File: src/rtl/icache_2way_if.sv
// Fetch-side and memory-side signals of the two-way instruction cache.
// The slave modport is the cache view; the master modport is the core/memory environment view.
interface icache_2way_if #(
    parameter int unsigned ADDR_W = 10,
    parameter int unsigned DATA_W = 16
);
    logic              req;
    logic              flush;
    logic [ADDR_W-1:0] address_in;
    logic [DATA_W-1:0] from_mem;
    logic              mem_ack;
    logic [DATA_W-1:0] inst_out;
    logic              inst_valid;
    logic [ADDR_W-1:0] address_out;
    logic              busy;
    logic              mreq;

    modport master (
        output req, flush, address_in, from_mem, mem_ack,
        input  inst_out, inst_valid, address_out, busy, mreq
    );

    modport slave (
        input  req, flush, address_in, from_mem, mem_ack,
        output inst_out, inst_valid, address_out, busy, mreq
    );
endinterface

File: src/rtl/icache_2way.sv
// Two-way set-associative instruction cache with per-set LRU replacement, whole-line fill over a
// variable-latency ack handshake, and a whole-cache flush that is deferred while a fill runs.
module icache_2way #(
    parameter int unsigned ADDR_W = 10,
    parameter int unsigned DATA_W = 16,
    parameter int unsigned SETS   = 4,
    parameter int unsigned WORDS  = 8
) (
    input  logic          clk,
    input  logic          rst_n,
    input  logic          clk_en,
    icache_2way_if.slave  bus
);
    localparam int unsigned OFF_W = $clog2(WORDS);
    localparam int unsigned IDX_W = $clog2(SETS);
    localparam int unsigned TAG_W = ADDR_W - OFF_W - IDX_W;
    localparam int unsigned LINES = SETS * WORDS;

    typedef enum logic [1:0] {StIdle, StFill, StDone} state_e;

    logic [OFF_W-1:0] off;
    logic [IDX_W-1:0] idx;
    logic [TAG_W-1:0] tag;

    assign off = bus.address_in[OFF_W-1:0];
    assign idx = bus.address_in[OFF_W +: IDX_W];
    assign tag = bus.address_in[ADDR_W-1 -: TAG_W];

    // Data and tags are qualified by the valid bits, so they carry no reset.
    logic [DATA_W-1:0] data_q [2][LINES];
    logic [TAG_W-1:0]  tag_q  [2][SETS];

    logic [1:0][SETS-1:0] valid_q, valid_d;
    logic [SETS-1:0]      lru_q, lru_d;
    state_e               state_q, state_d;
    logic [OFF_W-1:0]     cnt_q, cnt_d;
    logic                 victim_q, victim_d;
    logic                 pend_q, pend_d;
    logic [DATA_W-1:0]    inst_out_q, inst_out_d;
    logic                 inst_valid_q, inst_valid_d;

    logic              hit0, hit1, hit, miss;
    logic              data_we, tag_we;
    logic [DATA_W-1:0] hit_word;

    assign hit0     = valid_q[0][idx] && (tag_q[0][idx] == tag);
    assign hit1     = valid_q[1][idx] && (tag_q[1][idx] == tag);
    assign hit      = hit0 || hit1;
    assign miss     = bus.req && !hit;
    assign hit_word = hit0 ? data_q[0][{idx, off}] : data_q[1][{idx, off}];

    assign bus.busy        = clk_en && ((state_q != StIdle) || (miss && !bus.flush && !pend_q));
    assign bus.mreq        = clk_en && (state_q == StFill);
    assign bus.address_out = {tag, idx, cnt_q};
    assign bus.inst_out    = inst_out_q;
    assign bus.inst_valid  = inst_valid_q;

    always_comb begin
        state_d      = state_q;
        valid_d      = valid_q;
        lru_d        = lru_q;
        cnt_d        = cnt_q;
        victim_d     = victim_q;
        pend_d       = pend_q;
        inst_out_d   = inst_out_q;
        inst_valid_d = inst_valid_q;
        data_we      = 1'b0;
        tag_we       = 1'b0;

        unique case (state_q)
            StIdle: begin
                if (bus.flush || pend_q) begin
                    valid_d      = '0;
                    lru_d        = '0;
                    pend_d       = 1'b0;
                    inst_valid_d = 1'b0;
                end else if (bus.req && hit) begin
                    inst_out_d   = hit_word;
                    inst_valid_d = 1'b1;
                    lru_d[idx]   = hit0 ? 1'b1 : 1'b0;
                end else if (bus.req) begin
                    inst_valid_d = 1'b0;
                    if (!valid_q[0][idx]) begin
                        victim_d = 1'b0;
                    end else if (!valid_q[1][idx]) begin
                        victim_d = 1'b1;
                    end else begin
                        victim_d = lru_q[idx];
                    end
                    // Invalidate now so a half-written line can never hit.
                    valid_d[victim_d][idx] = 1'b0;
                    cnt_d   = '0;
                    state_d = StFill;
                end else begin
                    inst_valid_d = 1'b0;
                end
            end
            StFill: begin
                if (bus.flush) begin
                    pend_d = 1'b1;
                end
                if (bus.mem_ack) begin
                    data_we = 1'b1;
                    cnt_d   = cnt_q + 1'b1;
                    if (cnt_q == OFF_W'(WORDS - 1)) begin
                        tag_we                 = 1'b1;
                        valid_d[victim_q][idx] = 1'b1;
                        lru_d[idx]             = ~victim_q;
                        state_d                = StDone;
                    end
                end
            end
            StDone: begin
                if (bus.flush) begin
                    pend_d = 1'b1;
                end
                state_d = StIdle;
            end
            default: state_d = StIdle;
        endcase
    end

    always_ff @(posedge clk or negedge rst_n) begin
        if (!rst_n) begin
            state_q      <= StIdle;
            valid_q      <= '0;
            lru_q        <= '0;
            cnt_q        <= '0;
            victim_q     <= 1'b0;
            pend_q       <= 1'b0;
            inst_out_q   <= '0;
            inst_valid_q <= 1'b0;
        end else if (clk_en) begin
            state_q      <= state_d;
            valid_q      <= valid_d;
            lru_q        <= lru_d;
            cnt_q        <= cnt_d;
            victim_q     <= victim_d;
            pend_q       <= pend_d;
            inst_out_q   <= inst_out_d;
            inst_valid_q <= inst_valid_d;
        end
    end

    always_ff @(posedge clk) begin
        if (clk_en && data_we) begin
            data_q[victim_q][{idx, cnt_q}] <= bus.from_mem;
        end
        if (clk_en && tag_we) begin
            tag_q[victim_q][idx] <= tag;
        end
    end
endmodule

File: src/flat_wrapper.sv
// flat-port wrapper written by rule: the top's interface ports become plain ports
module icache_2way_flat 
#(
    parameter int unsigned ADDR_W = 10,
    parameter int unsigned DATA_W = 16,
    parameter int unsigned SETS   = 4,
    parameter int unsigned WORDS  = 8
)
  (clk, rst_n, clk_en, bus_req, bus_flush, bus_address_in, bus_from_mem, bus_mem_ack, bus_inst_out, bus_inst_valid, bus_address_out, bus_busy, bus_mreq);
  icache_2way_if #(.ADDR_W(ADDR_W), .DATA_W(DATA_W)) bus_i ();
  input  logic clk;
  input  logic rst_n;
  input  logic clk_en;
  input wire logic [$bits(bus_i.req)-1:0] bus_req;
  input wire logic [$bits(bus_i.flush)-1:0] bus_flush;
  input wire logic [$bits(bus_i.address_in)-1:0] bus_address_in;
  input wire logic [$bits(bus_i.from_mem)-1:0] bus_from_mem;
  input wire logic [$bits(bus_i.mem_ack)-1:0] bus_mem_ack;
  output wire logic [$bits(bus_i.inst_out)-1:0] bus_inst_out;
  output wire logic [$bits(bus_i.inst_valid)-1:0] bus_inst_valid;
  output wire logic [$bits(bus_i.address_out)-1:0] bus_address_out;
  output wire logic [$bits(bus_i.busy)-1:0] bus_busy;
  output wire logic [$bits(bus_i.mreq)-1:0] bus_mreq;
  assign bus_i.req = bus_req;
  assign bus_i.flush = bus_flush;
  assign bus_i.address_in = bus_address_in;
  assign bus_i.from_mem = bus_from_mem;
  assign bus_i.mem_ack = bus_mem_ack;
  assign bus_inst_out = bus_i.inst_out;
  assign bus_inst_valid = bus_i.inst_valid;
  assign bus_address_out = bus_i.address_out;
  assign bus_busy = bus_i.busy;
  assign bus_mreq = bus_i.mreq;
  icache_2way #(.ADDR_W(ADDR_W), .DATA_W(DATA_W), .SETS(SETS), .WORDS(WORDS)) u_core (.clk(clk), .rst_n(rst_n), .clk_en(clk_en), .bus(bus_i));
endmodule
File: config.mk
export PLATFORM = sky130hd
export DESIGN_NAME = icache_2way_flat
export DESIGN_NICKNAME = d
export VERILOG_FILES = /design/src/rtl/icache_2way_if.sv /design/src/rtl/icache_2way.sv /design/src/flat_wrapper.sv
export SDC_FILE = /design/constraint.sdc
export NUM_CORES = 1
export LEC_CHECK = 0
export BUFFER_PORTS_ARGS = -buffer_cell sky130_fd_sc_hd__buf_2
export CELL_PAD_IN_SITES_DETAIL_PLACEMENT = 1
export CELL_PAD_IN_SITES_GLOBAL_PLACEMENT = 2
export CORE_UTILIZATION = 57
export CTS_BUF_LIST = sky130_fd_sc_hd__clkbuf_2
export CTS_CLUSTER_SIZE = 20
export DETAILED_ROUTE_END_ITERATION = 8
export MAX_ROUTING_LAYER = met4
export PLACE_DENSITY = 0.9
export SYNTH_ARGS = -nofsm -noshare
export SYNTH_HDL_FRONTEND = slang
export SYNTH_SLANG_ARGS = --single-unit
File: constraint.sdc
create_clock -name clk -period 5.4 [get_ports clk]
set_input_delay 1.08 -clock clk [delete_from_list [all_inputs] [get_ports clk]]
set_output_delay 1.08 -clock clk [all_outputs]
set_load 0.01 [all_outputs]
# Word level (Yosys, flattened, before mapping)
# Memory sizes are Yosys's and may differ from the RTL's.
# Index checks and enable logic that the tools add are counted.
# op_classes
n_bitwise	9
muxes	74
reduce_logical	34
magnitude_cmp	11
eq_ne	15
add_sub_neg	1
# ops
op	n
$mux 512	1
$bmux 16 s5	2
$mux 16	6
$demux 16 s5	1
$mux 8	5
$mux 5	5
$mux 4	6
$mux 1	22
$bmux 5 s2	2
$mux 20	1
$reduce_and 6->1	3
$pmux 8 s2	1
$logic_and 1x1->1	15
$ge 6x6->1 const B	2
$mux 3	4
$not 5->6	2
$demux 5 s2	1
$eq 5x5->1	2
$mux 2	5
$ne 2x2->1 const B	5
$reduce_and 5->1	2
$and 8x8->8	1
$bwmux 4	2
$demux 4 s1	2
other kinds (31)	46
# totals
mem_bits_rw	1064
word_cells	155
memories	2
register_bits	36
output_inout_bits	29
in_bits	32
# mem_list
name	words	width	read_ports	rd_clocked_by_memory_dff	write_ports	line	rtl
u_core.data_q	2	512	2	0	1	icache_2way.sv:30	logic [DATA_W-1:0] data_q [2][LINES];
u_core.tag_q	2	20	2	0	1	icache_2way.sv:31	logic [TAG_W-1:0] tag_q [2][SETS];

# Longest topological paths before layout
# Gate-level depths: netlist (run 1).
# logic_depth
word_depth	21
depth_mapped	10
depth_no_buf	9

# Least setup slack after synthesis (run 1)
# Ideal clock, no wire load.
# synth_timing
path_kind	input -> output
from	input bus_address_in[3]
to	output bus_busy
path_buffers	1
t_arrival_ns	2.833
cell_stages	7
t_required_ns	4.320
setup_slack_ns	1.487
cell_sequence	buf_6 mux4_2 xor2_1 or4_4 o21bai_4 nand4_2 a21boi_0
# synth_between
elab_chain_len	13
word_cells_on_any_way	22
classes_between	eq/ne (2); mux (10); bitwise (1); reduce/logical (9)
# synth_rtl
item	line	rtl
start: declaration	flat_wrapper.sv:16	input wire logic [$bits(bus_i.address_in)-1:0] bus_address_in;
$not 2->3 (implied by the code)	icache_2way.sv:46, icache_2way.sv:47	
$bmux 5 s2 (on tied branches)	icache_2way.sv:46, icache_2way.sv:47	
$mux 5 (on tied branches) (2 in a row)	icache_2way.sv:46, icache_2way.sv:47	
$eq 5x5->1 (on tied branches)	icache_2way.sv:46, icache_2way.sv:47	
$logic_and 1x1->1 (on tied branches)	icache_2way.sv:46, icache_2way.sv:47	
$logic_or 1x1->1 *	icache_2way.sv:48	assign hit = hit0 || hit1;
$logic_not 1->1 *	icache_2way.sv:49	assign miss = bus.req && !hit;
$logic_and 1x1->1 *	icache_2way.sv:49	
$logic_and 1x1->1 * (2 in a row)	icache_2way.sv:52	assign bus.busy = clk_en && ((state_q != StIdle) || (miss && !bus.flush && !pend_q));
$logic_or 1x1->1 *	icache_2way.sv:52	
$logic_and 1x1->1 *	icache_2way.sv:52	
end: declaration	flat_wrapper.sv:22	output wire logic [$bits(bus_i.busy)-1:0] bus_busy;
# Mark *: on every way between the ends. The rest lies on a longest branch, timed or not. The select of a mux whose other input is x is not followed.

==> results.cfg, run 1 <==
[outcome]
status = finished, violations left
failed_checks = DRC

[final_layout]
drive_above_1_share_pct = 35.7
area_growth_syn_to_layout_pct = 10.6
final_common_cell = edfxtp_1
layout_common_cells = edfxtp_1 (1064), clkbuf_2 (414), mux4_2 (263)
nNetsFinal = 2320

[hold_path]
hp-start = bus_req
holdPathEnd = u_core.valid_q[3]
hold_path.class = in -> reg
hold_path_depth = 4

[critical_path]
crit_fanout = 5
critPathSlowestCell = mux4_1
max_stage_delay_ns = 0.54
rrSetupSlack_ns = 1.66
reg2reg_from = u_core.state_q[1]
worst_setup_path_end_kind = output pin
worstSetupPathType = reg -> out
worstPathArrival_ns = 3.76
ff2ff_path_depth = 7
crit_chain = mux4_1, xor2_1, or4_4, o21bai_4, nand4_2, a21boi_0, buf_2
worstPathRequired_ns = 4.32
path_buf_inv = 1
cp_top_family = simple AND/OR/NAND/NOR gates
regToRegEndpoint = u_core.data_q[1][178]
startpoint_type = flip-flop

[yosys]
avgSynthCellArea_sq_um = 22.0
synth.area.mux_share_pct = 15.5
synth-compound-area-share_pct = 3.75
synth_cell_types = 51
synth_flop_cell = edfxtp_1
ys_seq_elements = 1100
syn-num-nets = 1968
yosysSeqAreaShare_pct = 77.3
synth-simple-area-share_pct = 1.64
synth_xor_area_share_pct = 0.289
yosys_warnings = 0
syn_inst = 1928
synth_area_sq_um = 42500
synth_edf_count = 1064
async_flop_share_pct = 3.27
synth_top_family_by_area = multiplexers
synthAdderAreaFrac_pct = 0.236

[placement]
gp_congestion = 0.850
io_buffers = 60
dpl.hpwl_microns = 62400

[die]
ios = 61
core_sq_um = 73300
initial_core_util_pct = 58.0
rows = 99
dieArea_sq_um = 75600
fp.dieW_microns = 275
die_h_microns = 275

[route]
dr.pass1.iters = 7
wl_per_cell_microns = 33.2
routed_via_density = 6.66
routed_wl_microns = 114000
vias = 22900
remaining_drc_errors = 16
ant_nets = 0
drt-initial-drc-count = 3008

[timing]
worst_pin_slew_ns = 1.37
setup_viol = 0
slew_viol_final = 0
skew_ns = 0.155
fmax_mhz = 206
tns_ns = 0
period_needed_ns = 4.84
fin_crit_sh_pct = 89.7
hold_ws_ns = 0.245
relSlewSlack_pct = 8.77
rsz0062_at_grt = no
hold_viol = 0

[power]
switchingPower_w = 0.00425
clockPowerShare_pct = 34.6
power_density_nw_per_um2 = 348
p_int_w = 0.0121
peakVddDrop_v = 0.000150
p_sw_share_pct = 26.0
p_leak_nw = 15.9
combPwrFrac_pct = 7.4
seq_power_share_pct = 57.9

[clock_tree]
cts.sinks = 1100
tritoncts = done
clk_latency_ns = 1.50
cts-root-buf = clkbuf_2
cts_buffers = 285
cts_resized = 0
ctsHtreeMaxLevel = 5
path_clk_slew_ns = 0.10
cts.path.max_buffers = 4

[global_routing]
grt_pass1_wl_microns = 164000
grt_pass1_vias = 24300
grt_max_degree = 91
grt_use_total_pct = 31.8
grt_overflow = 0
antenna_found_initial = 5

[run]
cap_violations = 0
stage by stage:
step / utilization [%] / power (W) / worst slack, ns / cells / instance area, sq um
2_1_floorplan: - / 0.0103 / 1.49 / 1928 / 42500
4_1_cts: 64.1 / 0.0165 / 0.425 / 3423 / 47000
3_5_place_dp: 60.7 / 0.0109 / 0.754 / 2944 / 44500
5_1_grt: 64.1 / 0.0169 / 0.366 / 3428 / 47000
3_3_place_gp: 60.7 / 0.0108 / 0.826 / 2944 / 44500
6_report: 64.1 / 0.0164 / 0.556 / 3429 / 47000
what timing repair did:
item,4_1_cts,5_1_grt
hold endpoints to repair,77,0
setup buffers,0,0
hold buffers,8,0
worst max path at each step:
stage / to / slack [ns] / cells after the start / startpoint
after global routing: bus_busy / 0.37 / 7 / u_core.tag_q[1][12]
after global placement: bus_busy / 0.83 / 8 / bus_address_in[4]
after floorplan: bus_busy / 1.49 / 7 / bus_address_in[3]
after CTS: bus_busy / 0.42 / 7 / u_core.tag_q[1][12]
final: bus_busy / 0.56 / 7 / u_core.tag_q[1][12]
after detailed placement: bus_busy / 0.75 / 8 / bus_address_in[4]
cells by family (layout without fill, tap and decap cells):
logic type,after synthesis,after routing
AO/OA/AOI/OAI,196,196
flip-flops,1100,1100
buffers and inverters,121,657
other,0,6
adder cells (fa/ha/maj),8,8
AND/OR/NAND/NOR,161,161
multiplexers,328,328
XOR/XNOR,14,14
power groups by stage:
stage                     logic (W)  registers (W)  clock network [W]
after floorplan            0.000675        0.00966                  0
after global placement      0.00112        0.00967                  0
after detailed placement    0.00119        0.00968                  0
after CTS                   0.00121        0.00949            0.00576
after global routing        0.00128        0.00950            0.00613
final                       0.00122        0.00949            0.00567
final cells by class:
| class | count | area (sq um) |
|---|---|---|
| Antenna cell | 6 | 15.0 |
| Fill cell | 6121 | 26300 |
| Timing Repair Buffer | 177 | 1360 |
| Inverter | 9 | 33.8 |
| Clock inverter | 57 | 348 |
| Multi-Input combinational cell | 707 | 9140 |
| Sequential cell | 1100 | 32900 |
| Tap cell | 959 | 1200 |
| Clock buffer | 414 | 2070 |
state kept, by name (all words and copies together) (netlist names):
signal / flops
u_core.valid_q: 8
u_core.state_q: 2
u_core.pend_q: 1
u_core.data_q: 1024
u_core.bus.inst_valid: 1
u_core.lru_q: 4
u_core.tag_q: 40
u_core.cnt_q: 3
u_core.victim_q: 1
u_core.bus.inst_out: 16
synthesized netlist by cell type, drive strengths merged, types with 5 or more instances:
master,instances,area (sq um)
edfxtp,1064,32000
mux4,264,5950
nor2,81,304
clkbuf,65,244
a221oi,64,561
a22o,64,561
mux2i,61,611
buf,47,258
nand2,45,171
dfrtp,36,901
o21ai,34,185
nand3,11,60.1
inv,9,33.8
a221o,8,80.1
ha,8,100
o211ai,7,52.6
xnor2,7,61.3
xor2,7,61.3
a21oi,5,28.8
nor2b,5,31.3
worst register-to-register path, stage by stage, from the launching register on:
cell and delay [ns]:
dfrtp_1 0.41, inv_1 0.10, ha_1 0.55, and2_1 0.24, and3_1 0.38, nand2_1 0.46
nor2_1 0.94, buf_4 0.37
per-layer routing:
metal  track usage, %  up-vias  share of wire (%)
met5                -        -                  0
met4             11.2        0                2.9
met3             7.36      249                9.7
met2             49.8     1580                 50
met1             41.3    12000                 37
li1                 -     9003                  -
Note: power is estimated with default switching activity, not from simulation.
==> inputs of run 2 (changes only) <==
BUFFER_PORTS_ARGS = -buffer_cell sky130_fd_sc_hd__clkbuf_2   (was -buffer_cell sky130_fd_sc_hd__buf_2)
==> run 2 against run 1 <==
The flow still finishes with violations (DRC). Final area shrank 0.27%. Core utilization shrank 0.17 points. Hold slack better by 0.00061 ns. Cell count decreased by 0.44%. First-iteration DRC count grew 1.4%. Critical path type unchanged. Clock power down 2%. Sequential share of layout area up 0.19 points. Largest power group unchanged. Clock skew shrank 0.027 ns. Die area is the same. Global-route usage down 0.52 points. Sequential cell count unchanged.
==> results.cfg, run 2 (synthesis gave the netlist of run 1 again) <==
[outcome]
status = finished, violations left
failed_checks = DRC

[clock_tree]
cts.path.max_buffers = 4
cts-root-buf = clkbuf_2
path_clk_slew_ns = 0.11
ctsHtreeMaxLevel = 5
cts.sinks = 1100
cts_buffers = 287
tritoncts = done
clk_latency_ns = 1.41

[placement]
gp_congestion = 0.854
dpl.hpwl_microns = 62800
dp_cells = 2946
io_buffers = 60

[route]
ant_nets = 0
remaining_drc_errors = 8
drt-initial-drc-count = 3049
wl_per_cell_microns = 32.8
routed_wl_microns = 112000
dr.pass1.iters = 7
vias = 22600
routed_via_density = 6.61

[timing]
slew_viol_final = 0
rsz0062_at_grt = no
relSlewSlack_pct = 21.4
hold_ws_ns = 0.246
fin_crit_sh_pct = 87.1
hold_viol = 0
period_needed_ns = 4.70
fmax_mhz = 213
tns_ns = 0
worst_pin_slew_ns = 1.18
skew_ns = 0.127
setup_viol = 0

[hold_path]
hold_path.class = in -> reg

[critical_path]
worstPathRequired_ns = 4.32
worst_setup_path_end_kind = output pin
startpoint_type = flip-flop
crit_fanout = 5
worstPathArrival_ns = 3.62
worstSetupPathType = reg -> out

[die]
fp.dieW_microns = 275
ios = 61
dieArea_sq_um = 75600
core_sq_um = 73300
initial_core_util_pct = 58.0
rows = 99
die_h_microns = 275

[final_layout]
final_common_cell = edfxtp_1
drive_above_1_share_pct = 35.3
instances_no_fill = 3414
seqCellArea_sq_um = 32900
nNetsFinal = 2324
top_register = u_core.data_q
fillers = 6182
largest_register_ff_count = 1024
area_growth_syn_to_layout_pct = 10.3
multi_input_area_sq_um = 9140
layout_common_cells = edfxtp_1 (1064), clkbuf_2 (453), mux4_2 (263)

[power]
peakVddDrop_v = 0.000159
p_leak_nw = 15.8
power_density_nw_per_um2 = 346

[global_routing]
grt_pass1_vias = 23900
grt_use_total_pct = 31.3
grt_pass1_wl_microns = 161000
grt_max_degree = 87
antenna_found_initial = 4
grt_overflow = 0

[run]
cap_violations = 0
[run 2: cell type report]
cell class                      instances  share of cell area (%)
Inverter                                9                  0.0720
Sequential cell                      1100                    70.1
Tap cell                              959                    2.56
Timing Repair Buffer                  179                    2.84
Clock buffer                          395                    4.22
Clock inverter                         63                   0.747
Multi-Input combinational cell        707                    19.5
Antenna cell                            2                  0.0107
[run 2: per-layer routing]
metal / vias up / routed length [microns] / track usage [%]
li1: 9015 / - / -
met1: 11900 / 42200 / 40.6
met2: 1482 / 57000 / 49.8
met3: 196 / 10000 / 6.46
met4: 0 / 2690 / 10.4
met5: - / 0 / -
[run 2: worst paths after layout]
kind / slack (ns) / start / to / cells after the start
max: 0.70 / u_core.tag_q[1][17] / bus_busy / 7
min: 0.25 / bus_req / u_core.lru_q[0] / 3
max reg2reg: 1.77 / u_core.state_q[1] / u_core.data_q[0][157] / 7
min reg2reg: 0.53 / u_core.bus.inst_out[4] / u_core.bus.inst_out[4] / 2
max in group asynchronous: 4.14 / rst_n / u_core.bus.inst_out[8] / 2
min in group asynchronous: 0.47 / rst_n / u_core.bus.inst_out[15] / 2
[run 2: repair_timing]
action	4_1_cts	5_1_grt
resized for setup	0	0
endpoints found under the hold margin	64	0
hold buffers	8	0
setup buffers	0	0
[run 2: where the power goes]
part	leakage (nW)	total, W	switching (W)	internal (W)
Combinational	3.91	0.00120	0.000767	0.000438
Clock	1.82	0.00553	0.00340	0.00213
Sequential	10.1	0.00949	0.0000714	0.00942
Total	15.8	0.0162	0.00424	0.0120
[run 2: critical path, cell delays in order, from the launching register on]
cell,delay [ns]
edfxtp_1,0.38
mux4_1,0.51
xor2_1,0.17
or4_4,0.55
o21bai_4,0.22
nand4_2,0.19
a21boi_0,0.10
clkbuf_2,0.15
[run 2: through the flow]
stage / instance area, sq um / utilization [%] / setup WS, ns / total power, W
5_1_grt: 46900 / 63.9 / 0.510 / 0.0168
3_3_place_gp: 44500 / 60.7 / 1.10 / 0.0108
6_report: 46900 / 63.9 / 0.696 / 0.0162
2_1_floorplan: 42500 / - / 1.49 / 0.0103
4_1_cts: 46900 / 63.9 / 0.494 / 0.0164
3_5_place_dp: 44500 / 60.7 / 0.994 / 0.0109
